===== src/rtl/bus_arbiter.sv =====
// rtl/bus_arbiter.sv - two-master round-robin arbiter onto a single slave port
// Optional WAIT-state timeout is compiled in with `define ARB_TIMEOUT_EN.
module bus_arbiter #(
   parameter int TIMEOUT = 15
) (
   input  logic        clk,
   input  logic        rst,
   input  logic        m0_valid,
   input  logic        m0_write,
   input  logic [1:0]  m0_size,
   input  logic [31:0] m0_addr,
   input  logic [31:0] m0_wdata,
   output logic        m0_ready,
   output logic [31:0] m0_rdata,
   input  logic        m1_valid,
   input  logic        m1_write,
   input  logic [1:0]  m1_size,
   input  logic [31:0] m1_addr,
   input  logic [31:0] m1_wdata,
   output logic        m1_ready,
   output logic [31:0] m1_rdata,
   output logic        s_valid,
   output logic        s_write,
   output logic [1:0]  s_size,
   output logic [31:0] s_addr,
   output logic [31:0] s_wdata,
   input  logic        s_ready,
   input  logic [31:0] s_rdata,
   output logic [1:0]  grant,
   output logic        err
);
   typedef enum logic [1:0] {IDLE, ISSUE, WAIT} state_t;

   state_t      r_state, w_next;
   logic [1:0]  r_grant, w_grant_next;
   logic        r_last_m1, w_last_next;
   logic        w_done, w_timeout, w_active, w_sel1;
   logic [31:0] w_resp;

`ifdef ARB_TIMEOUT_EN
   localparam int CW = (TIMEOUT < 2) ? 1 : $clog2(TIMEOUT + 1);
   logic [CW-1:0] r_cnt;

   always_ff @(posedge clk) begin
      if (rst)                   r_cnt <= '0;
      else if (r_state == ISSUE) r_cnt <= '0;
      else if (r_state == WAIT)  r_cnt <= r_cnt + CW'(1);
   end

   // r_cnt holds completed WAIT cycles, so TIMEOUT-1 marks the TIMEOUT-th one
   assign w_timeout = (r_state == WAIT) && !s_ready && (r_cnt == CW'(TIMEOUT - 1));
   assign w_resp    = w_timeout ? 32'hDEADBEEF : s_rdata;
`else
   logic w_unused_timeout;
   assign w_unused_timeout = ^TIMEOUT;
   assign w_timeout        = 1'b0;
   assign w_resp           = s_rdata;
`endif

   always_ff @(posedge clk) begin
      if (rst) begin
         r_state   <= IDLE;
         r_grant   <= 2'b00;
         r_last_m1 <= 1'b1;
      end else begin
         r_state   <= w_next;
         r_grant   <= w_grant_next;
         r_last_m1 <= w_last_next;
      end
   end

   always_comb begin
      w_next       = r_state;
      w_grant_next = r_grant;
      w_last_next  = r_last_m1;
      w_done       = 1'b0;
      case (r_state)
         IDLE: begin
            if (m0_valid || m1_valid) begin
               w_next = ISSUE;
               if (m0_valid && m1_valid) w_grant_next = r_last_m1 ? 2'b01 : 2'b10;
               else                      w_grant_next = m0_valid ? 2'b01 : 2'b10;
            end
         end
         ISSUE: w_next = WAIT;
         WAIT: begin
            if (s_ready || w_timeout) begin
               w_done       = 1'b1;
               w_next       = IDLE;
               w_grant_next = 2'b00;
               w_last_next  = r_grant[1];
            end
         end
         default: w_next = IDLE;
      endcase
   end

   // All outputs are forced quiet while rst is high, even before the state register clears
   assign w_active = !rst && (r_state != IDLE);
   assign w_sel1   = r_grant[1];
   assign grant    = rst ? 2'b00 : r_grant;

   always_comb begin
      s_valid  = 1'b0;
      s_write  = 1'b0;
      s_size   = 2'b00;
      s_addr   = 32'h0;
      s_wdata  = 32'h0;
      m0_ready = 1'b0;
      m0_rdata = 32'h0;
      m1_ready = 1'b0;
      m1_rdata = 32'h0;
      err      = 1'b0;
      if (w_active) begin
         s_valid = (r_state == ISSUE);
         s_write = w_sel1 ? m1_write : m0_write;
         s_size  = w_sel1 ? m1_size  : m0_size;
         s_addr  = w_sel1 ? m1_addr  : m0_addr;
         s_wdata = w_sel1 ? m1_wdata : m0_wdata;
      end
      if (!rst && w_done) begin
         m0_ready = r_grant[0];
         m1_ready = r_grant[1];
         m0_rdata = r_grant[0] ? w_resp : 32'h0;
         m1_rdata = r_grant[1] ? w_resp : 32'h0;
         err      = w_timeout;
      end
   end
endmodule


===== config.mk =====
export PLATFORM = sky130hd
export DESIGN_NAME = bus_arbiter
export DESIGN_NICKNAME = d
export VERILOG_FILES = /design/src/rtl/bus_arbiter.sv
export SDC_FILE = /design/constraint.sdc
export NUM_CORES = 1
export LEC_CHECK = 0
export CAP_MARGIN = 15
export CELL_PAD_IN_SITES_DETAIL_PLACEMENT = 1
export CELL_PAD_IN_SITES_GLOBAL_PLACEMENT = 1
export CORE_AREA = 3 3 118 120
export CTS_CLUSTER_SIZE = 28
export DETAILED_ROUTE_END_ITERATION = 10
export DIE_AREA = 0 0 121 123
export DONT_BUFFER_PORTS = 1
export GPL_TIMING_DRIVEN = 0
export PLACE_DENSITY = 0.37
export SYNTH_ARGS = -nofsm -noshare
export SYNTH_HDL_FRONTEND = slang
export SYNTH_SLANG_ARGS = --single-unit

===== constraint.sdc =====
create_clock -name clk -period 1.25 [get_ports clk]
set_input_delay 0.25 -clock clk [delete_from_list [all_inputs] [get_ports clk]]
set_output_delay 0.25 -clock clk [all_outputs]
set_load 0.1 [all_outputs]

# After elaboration in Yosys (flattened, before gate mapping)
# Index checks and enable logic that the tools add are counted.
totals:
  ff_bits: 5
  in_bits: 171
  word_cells: 44
classes:
  eq_ne: 4
  mux: 26
  n_reduce_logical: 11
ops:
  columns: ["op", "n"]
  rows:
  - ["32-bit 2-to-1 mux", 8]
  - ["2-bit 2-to-1 mux", 9]
  - ["1-bit 2-to-1 mux", 7]
  - ["2-bit case mux with 3 select lines", 1]
  - ["2-bit inequality test, second input constant", 2]
  - ["2-bit case mux with 2 select lines", 1]
  - ["2-bit AND reduction", 2]
  - ["2-bit nonzero test", 2]
  - ["1-bit logical AND", 3]
  - ["3-bit AND reduction", 1]
  - ["2-bit by 1-bit equality test with 1-bit output, second input constant", 1]
  - ["2-bit equality test, second input constant", 1]
  - ["2-bit zero test", 1]
  - ["1-bit zero test", 1]
  - ["1-bit logical OR", 1]

# Depth between registers and ports, before layout
# Gate-level depths: netlist (run 1).
logic_depth:
  depth_word: 4
  depth_mapped: 5
  mapped_depth_nobuf: 3

# Worst setup path before layout (run 1)
# Ideal clock, no wire load.
synth_path:
  path_type: "flip-flop to output port"
  startpoint: "register r_grant[1]"
  endpoint: "output port s_addr[12]"
  arrival_ns: 2.141
  t_required_ns: 1.000
  path_slack_ns: -1.141
  stages_incl_launch_ff: 6
  path_cell_list: "dfxtp_1 -> buf_2 -> buf_4 -> buf_4 -> mux2i_1 -> nor2_1"
synth_via:
  elab_chain_len: 2
synth_rtl:
  columns: ["item", "line", "rtl"]
  rows:
  - ["from (decl)", "35", "logic [1:0] r_grant, w_grant_next;"]
  - ["from (signal assigned)", "67", "r_grant <= w_grant_next;"]
  - ["32-bit 2-to-1 mux", "118", "s_addr = w_sel1 ? m1_addr : m0_addr;"]
  - ["32-bit 2-to-1 mux", "114", "if (w_active) begin"]
  - ["to (decl)", "25", "output logic [31:0] s_addr,"]
# No other way between the ends.

# Worst setup path after layout (run 1)
layout_path:
  startpoint: "register r_grant[1]"
  endpoint: "output port s_addr[27]"
# The elaborated chain is that of the path after synthesis.

==> results of run 1 <==
[critical path: stages, from the launching register on]
cell and delay [ns]:
dfxtp_4 0.38, buf_12 0.16, buf_12 0.13, mux2i_4 0.18, nor2_4 0.51
[timing repair]
action / 4_1_cts / 5_1_grt
resized for setup: 33 / 26
setup endpoints to repair: 136 / 138
gates cloned: 2 / 3
buffers inserted: 16 / 5
pin swaps: 76 / 25
[metrics by stage]
stage          cell area [sq um]  hold WS (ns)  setup TNS, ns
6_report                    3356       0.07995         -70.96
5_1_grt                     3356       0.07775         -78.08
2_1_floorplan               2554        0.3117         -34.57
3_5_place_dp                2774        0.3163         -53.22
4_1_cts                     3187       0.07805         -77.46
3_3_place_gp                2774        0.3149         -51.54
[routing by layer]
metal  share of wire [%]  vias to the layer above  GRT usage (%)  routed length (um)
met2                  57                      168          18.30                4715
met3                  13                        4          2.653                1062
li1                    -                      876              -                   -
met1                  30                      869          9.449                2444
met5                   0                        -              0                   0
met4                0.70                        0          1.912                  58
[where the power goes]
group | switching (mW) | leakage, nW | internal, mW
Clock | 0.104 | 0.0382 | 0.423
Combinational | 1.56 | 1.02 | 0.500
Sequential | 0.0210 | 0.0435 | 0.174
[Yosys cell counts]
master	n
a211o_1	1
a21oi_1	1
and2_1	65
buf_2	15
buf_4	4
clkbuf_1	3
conb_1	1
dfxtp_1	5
inv_1	4
mux2i_1	67
nand2b_1	3
nand3b_4	1
nor2_1	71
nor2_2	2
nor2b_1	1
nor3_1	2
o21ai_0	1
o21bai_1	1
o22ai_1	1
o32ai_1	1
or3_1	1
or3b_1	1
[kinds of logic (layout without fill, tap and decap cells)]
logic type,Yosys count,in the layout,synth area share (%)
AOI/OAI and AO/OA,6,6,2.425
buffers and inverters,26,53,7.715
DFF,5,5,5.878
muxes,67,67,39.38
other,1,1,0.2202
and+or+nand+nor,147,147,44.38
[cell type report]
cell class | instances | share of cell area [%]
Multi-Input combinational cell | 221 | 67.30
Buffer | 21 | 10.33
Timing Repair Buffer | 24 | 9.433
Tap cell | 176 | 6.562
Sequential cell | 5 | 3.356
Clock buffer | 4 | 2.349
Inverter | 4 | 0.6711
[worst paths after layout]
kind	cells past startpoint	endpoint	slack, ns	startpoint
max	4	s_addr[27]	-0.60	r_grant[1]
min	1	r_state[1]	0.08	rst
max reg2reg	4	r_grant[1]	0.02	r_state[1]
min reg2reg	1	r_last_m1	0.50	r_last_m1
[state kept, by name, summed over array words and instances (netlist names)]
name and flops:
r_grant 2, r_last_m1 1, r_state 2
==> out/qor.csv, run 1 <==
stage,metric,value,unit
finish,Layout Cells excl Fill,455,
floorplan,Die X,121,um
cts,clock root buffer,clkbuf_16,
cts,Worst-Skew Late Latency,0.23,ns
cts,CTS tree,yes,
cts,hold buffers post-CTS,0,
sta,RSZ-0062 raised after global routing,true,
yosys,cell taking the most area after synthesis,mux2i_1,
placed_design,placed cells,428,
worst_setup_path,Critical Path RT,1.00,ns
floorplan,I/O pins,308,
finish,sequential standard cell area,112.6,sq um
sta,fin. max-slew vios,0,
cts,Worst-path clk slew,0.03,ns
floorplan,Die Footprint,14880,sq um
global_route,vias in the first global route,1936,
sta,worst rel slew slack,57.34,%
outcome,failing checks,setup timing,
sta,Fin. Hold Viols,0,
cts,cts bufs inserted,3,
floorplan,starting density of the core,13.01,%
yosys,Yosys reg bits,5,
yosys,area of the mapped netlist,1703,sq um
detailed_routing,wire per inst,18.20,um
global_route,Global Route Usage Sum,9.186,%
global_route,initial antenna violation count,0,
sta,Post-Route Skew,0.001349,ns
finish,number of filler cells placed in the layout,1460,
worst_setup_path,CP Capture Type,primary output,
global_route,first-pass GRT wire length,10960,um
sta,Max Freq,539.9,MHz
pwr,Power Total,2.785,mW
sta,final worst slack,-0.6021,ns
yosys,yosys warns,0,
global_route,largest net degree at the start of global routing,11,
pwr,Worst VDD drop,274.5,uV
floorplan,chip height,123,um
cts,H-Tree Depth,1,
detailed_routing,DR pass1 iterations,2,
finish,fin util,25.65,%
detailed_routing,vias per cell,4.213,
finish,Multi-input gate area,2258,sq um
cts,Max clock buf depth,2,
pwr,Leak Pwr,1.099,nW
outcome,status,finished with violations,
floorplan,total core area,13090,sq um
sta,minimum clock period,1.852,ns
sta,crit share post-route,148.2,%
finish,nets@finish,451,
yosys,largest cells by area after synthesis,"mux2i_1 (39%), and2_1 (24%), nor2_1 (16%)",
finish,layout cell share with drive strength beyond 1,73.84,%
placed_design,post-place setup slack,-0.5042,ns
detailed_routing,final WL,8281,um
yosys,sequential area share after synthesis,5.878,%
pwr,pwr dens,829.9,nW/um^2
placed_design,routability cong.,0.6977,
placed_design,IO Port Bufs,0,
yosys,Post-Syn Instances,252,
worst_setup_path,CP Launch Type,flip-flop,
detailed_routing,routed vias,1917,
job,max-cap viol count,0,
worst_setup_path,crit-path max FO,8,
yosys,syn nets,423,
sta,endpoints failing setup,136,
worst_setup_path,Crit Path Category,flip-flop to primary output,
worst_setup_path,data arrival time of the critical path,1.60,ns
finish,Layout area overhead,97.06,%
finish,ANT cells,0,
sta,measured slew at the worst slew-check pin,0.6384,ns
finish,"commonest non-fill, non-tap cell in the layout",nor2_4,
worst_hold_path,Hold Crit Class,input port to flip-flop,
placed_design,DPL Wire Length,6887,um
detailed_routing,Residual DRC,0,
yosys,synth unique cells,22,
global_route,total gr overflow,0,
floorplan,row count,42,
cts,TritonCTS Sinks,5,
detailed_routing,DRT antenna net count,0,
yosys,average cell area after synthesis,6.757,sq um
yosys,top-area cell type share of the netlist area,39.38,%
detailed_routing,drt initial violations,15,
finish,most frequent cells in the layout,"nor2_4 (70), and2_4 (64), mux2i_1 (57)",
Power figures use the tool's default switching activity.
==> run 2, diff against run 1 <==
--- a/config.mk
+++ b/config.mk
@@ -13,7 +13,6 @@
 export DETAILED_ROUTE_END_ITERATION = 10
 export DIE_AREA = 0 0 121 123
 export DONT_BUFFER_PORTS = 1
-export GPL_TIMING_DRIVEN = 0
 export PLACE_DENSITY = 0.37
 export SYNTH_ARGS = -nofsm -noshare
 export SYNTH_HDL_FRONTEND = slang
==> run 2 against run 1 <==
The run still ends with setup timing left. Non-clock buffer count up 133. Total power up 39%. Register-to-register slack worse by 0.05 ns. Largest power group unchanged.
==> out/qor.csv, run 2 (same netlist as run 1, synthesis figures left out) <==
stage,metric,value,unit,change
sta,Fin. Hold Viols,0,,unchanged
global_route,vias in the first global route,2870,,was 1936
worst_hold_path,Hold Crit Depth,1,,unchanged
worst_setup_path,Crit Path Category,flip-flop to primary output,,unchanged
sta,fin. max-slew vios,0,,unchanged
sta,final worst slack,-0.5228,ns,was -0.6021 ns
detailed_routing,DR pass1 iterations,3,,was 2
finish,"commonest non-fill, non-tap cell in the layout",buf_12,,was nor2_4
finish,fin util,52.60,%,was 25.65%
sta,minimum clock period,1.773,ns,was 1.852 ns
worst_setup_path,reg2reg path depth,4,,unchanged
worst_setup_path,data arrival time of the critical path,1.52,ns,was 1.60 ns
finish,nets@finish,584,,was 451
pwr,pwr dens,562.4,nW/um^2,was 829.9 nW/um^2
placed_design,routability cong.,0.6913,,was 0.6977
finish,Layout area overhead,304.2,%,was 97.06%
worst_setup_path,CP Capture Type,primary output,,unchanged
cts,CTS tree,yes,,unchanged
outcome,status,finished with violations,,unchanged
worst_hold_path,worst hold start,rst,,unchanged
cts,TritonCTS Sinks,5,,unchanged
finish,number of filler cells placed in the layout,1205,,was 1460
finish,layout cell share with drive strength beyond 1,96.84,%,was 73.84%
finish,most frequent cells in the layout,"buf_12 (143), nor2_4 (71), mux2i_4 (66)",,"was nor2_4 (70), and2_4 (64), mux2i_1 (57)"
sta,crit share post-route,141.8,%,was 148.2%
pwr,Leak Pwr,2.330,nW,was 1.099 nW
floorplan,starting density of the core,13.01,%,unchanged
floorplan,I/O pins,308,,unchanged
detailed_routing,vias per cell,4.291,,was 4.213
worst_setup_path,reg2reg setup slack,-0.03,ns,was 0.02 ns
detailed_routing,drt initial violations,41,,was 15
cts,clock root buffer,clkbuf_16,,unchanged
floorplan,total core area,13090,sq um,unchanged
worst_setup_path,CP Launch Type,flip-flop,,unchanged
detailed_routing,final WL,12870,um,was 8281 um
floorplan,Die Footprint,14880,sq um,unchanged
sta,Hold WS,0.08460,ns,was 0.07995 ns
placed_design,DPL Wire Length,9058,um,was 6887 um
detailed_routing,Residual DRC,0,,unchanged
detailed_routing,routed vias,2523,,was 1917
worst_setup_path,crit-path max FO,8,,unchanged
finish,Final Cell Area,6883,sq um,was 3356 sq um
finish,ANT cells,0,,unchanged
cts,Max clock buf depth,2,,unchanged
placed_design,placed cell areas,5439,sq um,was 2774 sq um
finish,Multi-input gate area,3062,sq um,was 2258 sq um
cts,Worst-path clk slew,0.03,ns,about the same
global_route,largest net degree at the start of global routing,26,,was 11
placed_design,IO Port Bufs,0,,unchanged
global_route,first-pass GRT wire length,17920,um,was 10960 um
detailed_routing,wire per inst,21.89,um,was 18.20 um
worst_hold_path,Worst Hold End,r_state[1],,unchanged
floorplan,chip height,123,um,unchanged
detailed_routing,DRT antenna net count,0,,unchanged
finish,biggest regs,"r_grant (2), r_state (2), r_last_m1 (1)",,unchanged
worst_setup_path,Critical Path RT,1.00,ns,about the same
sta,Post-Route Skew,0.002524,ns,was 0.001349 ns
global_route,Global Route Usage Sum,15.68,%,was 9.186%
pwr,Worst VDD drop,412.7,uV,was 274.5 uV
global_route,initial antenna violation count,0,,unchanged
worst_hold_path,Hold Crit Class,input port to flip-flop,,unchanged
finish,sequential standard cell area,110.1,sq um,was 112.6 sq um
outcome,failing checks,setup timing,,unchanged
worst_setup_path,FF-to-FF End,r_grant[1],,unchanged
worst_setup_path,reg-to-reg startpoint,r_state[1],,unchanged
pwr,Power Total,3.871,mW,was 2.785 mW
sta,RSZ-0062 raised after global routing,true,,unchanged
cts,Worst-Skew Late Latency,0.23,ns,about the same
global_route,total gr overflow,0,,unchanged
cts,cts bufs inserted,3,,unchanged
cts,hold buffers post-CTS,0,,unchanged
job,max-cap viol count,0,,unchanged
sta,Max Freq,564.1,MHz,was 539.9 MHz
floorplan,row count,42,,unchanged
cts,H-Tree Depth,1,,unchanged
floorplan,Die X,121,um,unchanged
sta,endpoints failing setup,136,,unchanged
[run 2: repair_timing]
action	in CTS	in global routing
pin swaps	40	33
setup buffers	10	7
resized for setup	152	28
gates cloned	9	2
setup endpoints to repair	137	139
[run 2: final cells by class]
type / instances / share of cell area (%)
multi-input combinational: 221 / 44.48
clock buffer: 4 / 1.145
inverter: 4 / 0.3272
sequential: 5 / 1.600
tap: 176 / 3.199
timing repair buffer: 178 / 49.25
[run 2: worst max path at each step]
| stage | from | end | slack [ns] |
|---|---|---|---|
| 6_report | r_grant[1] | s_addr[5] | -0.52 |
| 5_1_grt | r_grant[1] | s_addr[5] | -0.57 |
| 4_1_cts | r_grant[1] | s_addr[1] | -0.53 |
| 3_5_place_dp | r_grant[1] | s_addr[22] | -0.37 |
| 3_3_place_gp | r_grant[1] | s_addr[26] | -0.33 |
| 2_1_floorplan | r_grant[1] | s_addr[12] | -0.35 |
[run 2: where the power goes]
| part | switching, mW | leakage, nW | internal, mW |
|---|---|---|---|
| sequential | 0.0167 | 0.0432 | 0.175 |
| combinational | 1.82 | 2.25 | 1.33 |
| clock | 0.106 | 0.0382 | 0.423 |
| total | 1.94 | 2.33 | 1.93 |
[run 2: through the flow]
stage	setup TNS, ns	std cells	setup slack (ns)
2_1_floorplan	-34.57	252	-0.3468
3_3_place_gp	-31.77	561	-0.3255
3_5_place_dp	-34.95	561	-0.3744
4_1_cts	-61.10	583	-0.5278
5_1_grt	-65.80	588	-0.5734
6_report	-58.90	588	-0.5228
[run 2: critical path, stage by stage (launching register included)]
cell and delay [ns]:
dfxtp_4 0.36, buf_12 0.18, clkbuf_16 0.23, mux2i_4 0.27, nor2_4 0.07, buf_12 0.17
[run 2: metal layers]
| metal | global-route usage (%) | vias up | part of all wire (%) |
|---|---|---|---|
| met5 | 0 | - | 0 |
| met4 | 2.479 | 0 | 0.54 |
| li1 | - | 1162 | - |
| met2 | 30.95 | 176 | 58 |
| met3 | 5.444 | 4 | 11 |
| met1 | 16.11 | 1181 | 30 |
